--- config.mk ---
export PLATFORM = sky130hd
export DESIGN_NAME = mem_xfer_writer
export DESIGN_NICKNAME = d
export VERILOG_FILES = /design/src/rtl/mem_xfer_writer.sv
export SDC_FILE = /design/constraint.sdc
export NUM_CORES = 1
export LEC_CHECK = 0
export CORE_AREA = 8 8 67 69
export CTS_CLUSTER_SIZE = 30
export DETAILED_ROUTE_END_ITERATION = 7
export DIE_AREA = 0 0 75 77
export DONT_BUFFER_PORTS = 1
export PLACE_DENSITY_LB_ADDON = 0.08
export SETUP_SLACK_MARGIN = 0.4
export SLEW_MARGIN = 15
export SYNTH_ARGS = -nofsm -noshare
export SYNTH_HDL_FRONTEND = slang
export SYNTH_SLANG_ARGS = --single-unit
--- constraint.sdc ---
create_clock -name clk -period 2.8 [get_ports clk]
set_input_delay 0.7 -clock clk [delete_from_list [all_inputs] [get_ports clk]]
set_output_delay 0.7 -clock clk [all_outputs]
set_load 0.005 [all_outputs]
--- src/rtl/mem_xfer_writer.sv ---
// Destination-side write engine: accepts a word stream over valid/ready and writes it to
// consecutive addresses from a latched base, pulsing done after the programmed length.
module mem_xfer_writer #(
  parameter int unsigned ADDR_W = 8,
  parameter int unsigned DATA_W = 8,
  parameter int unsigned LEN_W  = 8
) (
  input  logic              clk,
  input  logic              rst,
  input  logic              start,
  input  logic [ADDR_W-1:0] dst_base,
  input  logic [LEN_W-1:0]  xfer_len,
  input  logic              in_valid,
  input  logic [DATA_W-1:0] in_data,
  output logic              in_ready,
  output logic [ADDR_W-1:0] mem_addr,
  output logic [DATA_W-1:0] mem_wdata,
  output logic              mem_we,
  output logic              busy,
  output logic              done,
  output logic [LEN_W-1:0]  words_written
);

  typedef enum logic [1:0] {StIdle, StWrite, StDone} state_e;

  state_e            state_q, state_d;
  logic [ADDR_W-1:0] addr_q, addr_d;
  logic [LEN_W-1:0]  remaining_q, remaining_d;
  logic [LEN_W-1:0]  words_q, words_d;
  logic [ADDR_W-1:0] mem_addr_q, mem_addr_d;
  logic [DATA_W-1:0] mem_wdata_q, mem_wdata_d;
  logic              mem_we_q, mem_we_d;

  always_comb begin
    state_d     = state_q;
    addr_d      = addr_q;
    remaining_d = remaining_q;
    words_d     = words_q;
    mem_addr_d  = mem_addr_q;
    mem_wdata_d = mem_wdata_q;
    mem_we_d    = 1'b0;
    unique case (state_q)
      StIdle: begin
        if (start) begin
          words_d = '0;
          if (xfer_len != '0) begin
            addr_d      = dst_base;
            remaining_d = xfer_len;
            state_d     = StWrite;
          end else begin
            state_d = StDone;
          end
        end
      end
      StWrite: begin
        // in_ready is high for the whole state, so in_valid alone marks a handshake
        if (in_valid) begin
          mem_we_d    = 1'b1;
          mem_addr_d  = addr_q;
          mem_wdata_d = in_data;
          addr_d      = addr_q + ADDR_W'(1);
          remaining_d = remaining_q - LEN_W'(1);
          words_d     = words_q + LEN_W'(1);
          if (remaining_q == LEN_W'(1)) begin
            state_d = StDone;
          end
        end
      end
      StDone: begin
        state_d = StIdle;
      end
      default: begin
        state_d = StIdle;
      end
    endcase
  end

  always_ff @(posedge clk) begin
    if (rst) begin
      state_q     <= StIdle;
      addr_q      <= '0;
      remaining_q <= '0;
      words_q     <= '0;
      mem_addr_q  <= '0;
      mem_wdata_q <= '0;
      mem_we_q    <= 1'b0;
    end else begin
      state_q     <= state_d;
      addr_q      <= addr_d;
      remaining_q <= remaining_d;
      words_q     <= words_d;
      mem_addr_q  <= mem_addr_d;
      mem_wdata_q <= mem_wdata_d;
      mem_we_q    <= mem_we_d;
    end
  end

  assign in_ready      = (state_q == StWrite);
  assign busy          = (state_q == StWrite);
  assign done          = (state_q == StDone);
  assign mem_addr      = mem_addr_q;
  assign mem_wdata     = mem_wdata_q;
  assign mem_we        = mem_we_q;
  assign words_written = words_q;

endmodule

==> impl_metrics.tcl <==
set metrics [dict create \
    start_util 0.609 \
    setup_violations 0 \
    critPathKind "register to primary output" \
    clk_path_buf_depth 2 \
    min_from "rst" \
    post_cts_resized 0 \
    num_antenna_cells 0 \
    synth_top_family_by_area "simple AND/OR/NAND/NOR gates" \
    utilization 0.632 \
    clock-sinks 43 \
    rows 22 \
    synth_nets 297 \
    yosysWarnings 0 \
    synth_sequential_area_ratio 0.404 \
    syn_inst 265 \
    vias_per_cell 6.00 \
    first_pass_iters 4 \
    drt_iter0_drc 139 \
    core_area_um2 3500 \
    drtAntennaViolNets 0 \
    syn2layout_area_growth_pct 3.70 \
    cts.clk_slew.worst_paths_ns 0.13 \
    die-area_um2 5780 \
    io_pins 56 \
    cp.required_ns 2.10 \
    hold_buffers 0 \
    grt_remaining_overflow 0 \
    relSlewSlack 0.572 \
    synthSimpleGateAreaFrac 0.261 \
    dieHeight_um 77 \
    p_leak_nw 0.763 \
    synth_compound_area_frac 0.221 \
    ir_drop_mv 0.376 \
    stdcell_count 307 \
    die_w_um 75 \
    drv_cap 0 \
    insertion_delay_ns 0.35 \
    yosysUniqueCellTypes 55 \
    synth_top_area_frac 0.404 \
    worst_slew_pin_slew_ns 0.635 \
    vias 1841 \
    yosys-mux-area-fraction 0.0217 \
    cp-end-kind "primary output" \
    finalCritPeriodShare 0.759 \
    ys_seq_elements 43 \
    final_nets 291 \
    dpl.hpwl_um 3640 \
    cts_made_buffers 5 \
    synth-main-ff-cell "dfxtp_1" \
    synthAdderAreaFrac 0.0235 \
    antenna_found_initial 0 \
    grt_pass1_wl_um 8270 \
    gp_congestion 0.818 \
    worst_slack_ns 0.675 \
    post-place-ws_ns 0.510 \
    synth_most_common_cell "nand2_1" \
    synth_top_area_cell "dfxtp_1" \
    placed_cells 300 \
    root_buffer "clkbuf_4" \
    drive_gt1_frac 0.0849 \
    post-cts-setup-buffer-count 0 \
    grt_pass1_vias 1681 \
    synth-async-reset-ratio 0 \
    cts_max_level 2 \
    cp-startpoint "state_q[0]$_SDFFE_PP0P_" \
    synth_edf_count 0 \
    finalCriticalPeriod_ns 2.12 \
    outcome "complete, no violations" \
    yosys.area_share.xor_xnor 0.0206 \
    cp-start-kind "register" \
    synth_area_um2 2130 \
    yosys-top-cells-area "dfxtp_1 40%, nand2_1 8.1%, a21oi_1 7.3%" \
    hold_viol 0 \
    p_per_area_nw_per_um2 564 \
    arrival_ns 1.42 \
    grt_max_degree 40 \
    p_total_w 0.00125 \
    worstHoldPathType "primary input to register" \
    yosys-top-cells-count "46 x nand2_1, 43 x dfxtp_1, 31 x a21oi_1, 25 x nor2_1" \
    slew_viol_final 0 \
    place.port_buffers 0 \
    wl_per_cell_um 16.4 \
    fillerInstances 328 \
    critPathMaxFanout 14 \
    timing.rr.start "state_q[0]$_SDFFE_PP0P_" \
    drc 0 \
    syn_avg_cell_area_um2 8.04 \
    timing.fmax_mhz 471 \
    rsz0062_at_grt "no" \
    tns_ns 0 \
    grtUsageTotal 0.181 \
    cts_tree "built" \
    routed_wl_um 5040 \
    finClkSkew_ns 0.0105 \
]
==> stage by stage <==
stage	hold slack, ns	instance area (um2)
after floorplan	0.440	2130
after global placement	0.447	2140
after detailed placement	0.456	2140
after CTS	0.392	2210
after global routing	0.373	2210
final	0.400	2210
==> cell type report <==
type,count,area (um2),area share
Timing Repair Buffer,3,22.5,0.0102
Sequential cell,43,861,0.390
Clock buffer,6,41.3,0.0187
Inverter,7,26.3,0.0119
Clock inverter,1,30.0,0.0136
Multi-Input combinational cell,199,1170,0.529
Tap cell,48,60.1,0.0272
==> worst max-delay path: stages, from the launching register on <==
cell	delay (ns)
dfxtp_1	0.69
nand2b_1	0.18
inv_2	0.21
==> placed cells by master, fill, tap and decap left out, drive strengths merged, types with 4 or more instances in the layout <==
master	instances
o31ai	4
clkbuf	6
nand3	6
nor3	5
dfxtp	43
a21oi	32
inv	7
xnor2	4
nor2	25
nand2	46
o21ai	10
ha	4
o22ai	5
==> sequential cells by signal (all words and copies together) (netlist names) <==
name	count
addr_q	8
mem_addr	8
mem_wdata	8
mem_we	1
remaining_q	8
state_q	2
words_written	8
==> per-layer routing <==
| metal | GRT usage | vias up | share of wire |
|---|---|---|---|
| met4 | 0.0412 | 0 | 0.0097 |
| met5 | 0 | - | 0 |
| met1 | 0.239 | 848 | 0.45 |
| met3 | 0.0767 | 5 | 0.093 |
| li1 | - | 938 | - |
| met2 | 0.260 | 50 | 0.45 |
==> logic make-up (layout without fill, tap and decap cells) <==
group	after synthesis	after routing
fa+ha+maj	4	4
mux	4	4
simple gates	114	114
xor+xnor	5	5
compound gates	72	72
buf+inv	23	17
flops	43	43
==> worst paths after layout <==
check,endpoint,slack (ns),depth (start not counted)
max,in_ready,0.68,2
min,words_written[1]$_SDFFE_PP0P_,0.40,1
max reg2reg,addr_q[4]$_SDFFE_PP0P_,0.78,5
min reg2reg,mem_addr[7]$_SDFFE_PP0P_,0.47,2
==> power by group <==
group	total (W)	switching [W]	leakage, nW	internal [W]
Combinational	0.000179	0.000103	0.373	0.0000763
Sequential	0.000687	0.0000414	0.351	0.000645
Clock	0.000381	0.000196	0.0383	0.000184
Total	0.00125	0.000341	0.763	0.000906
No activity file was read; power rests on OpenSTA's default activity.
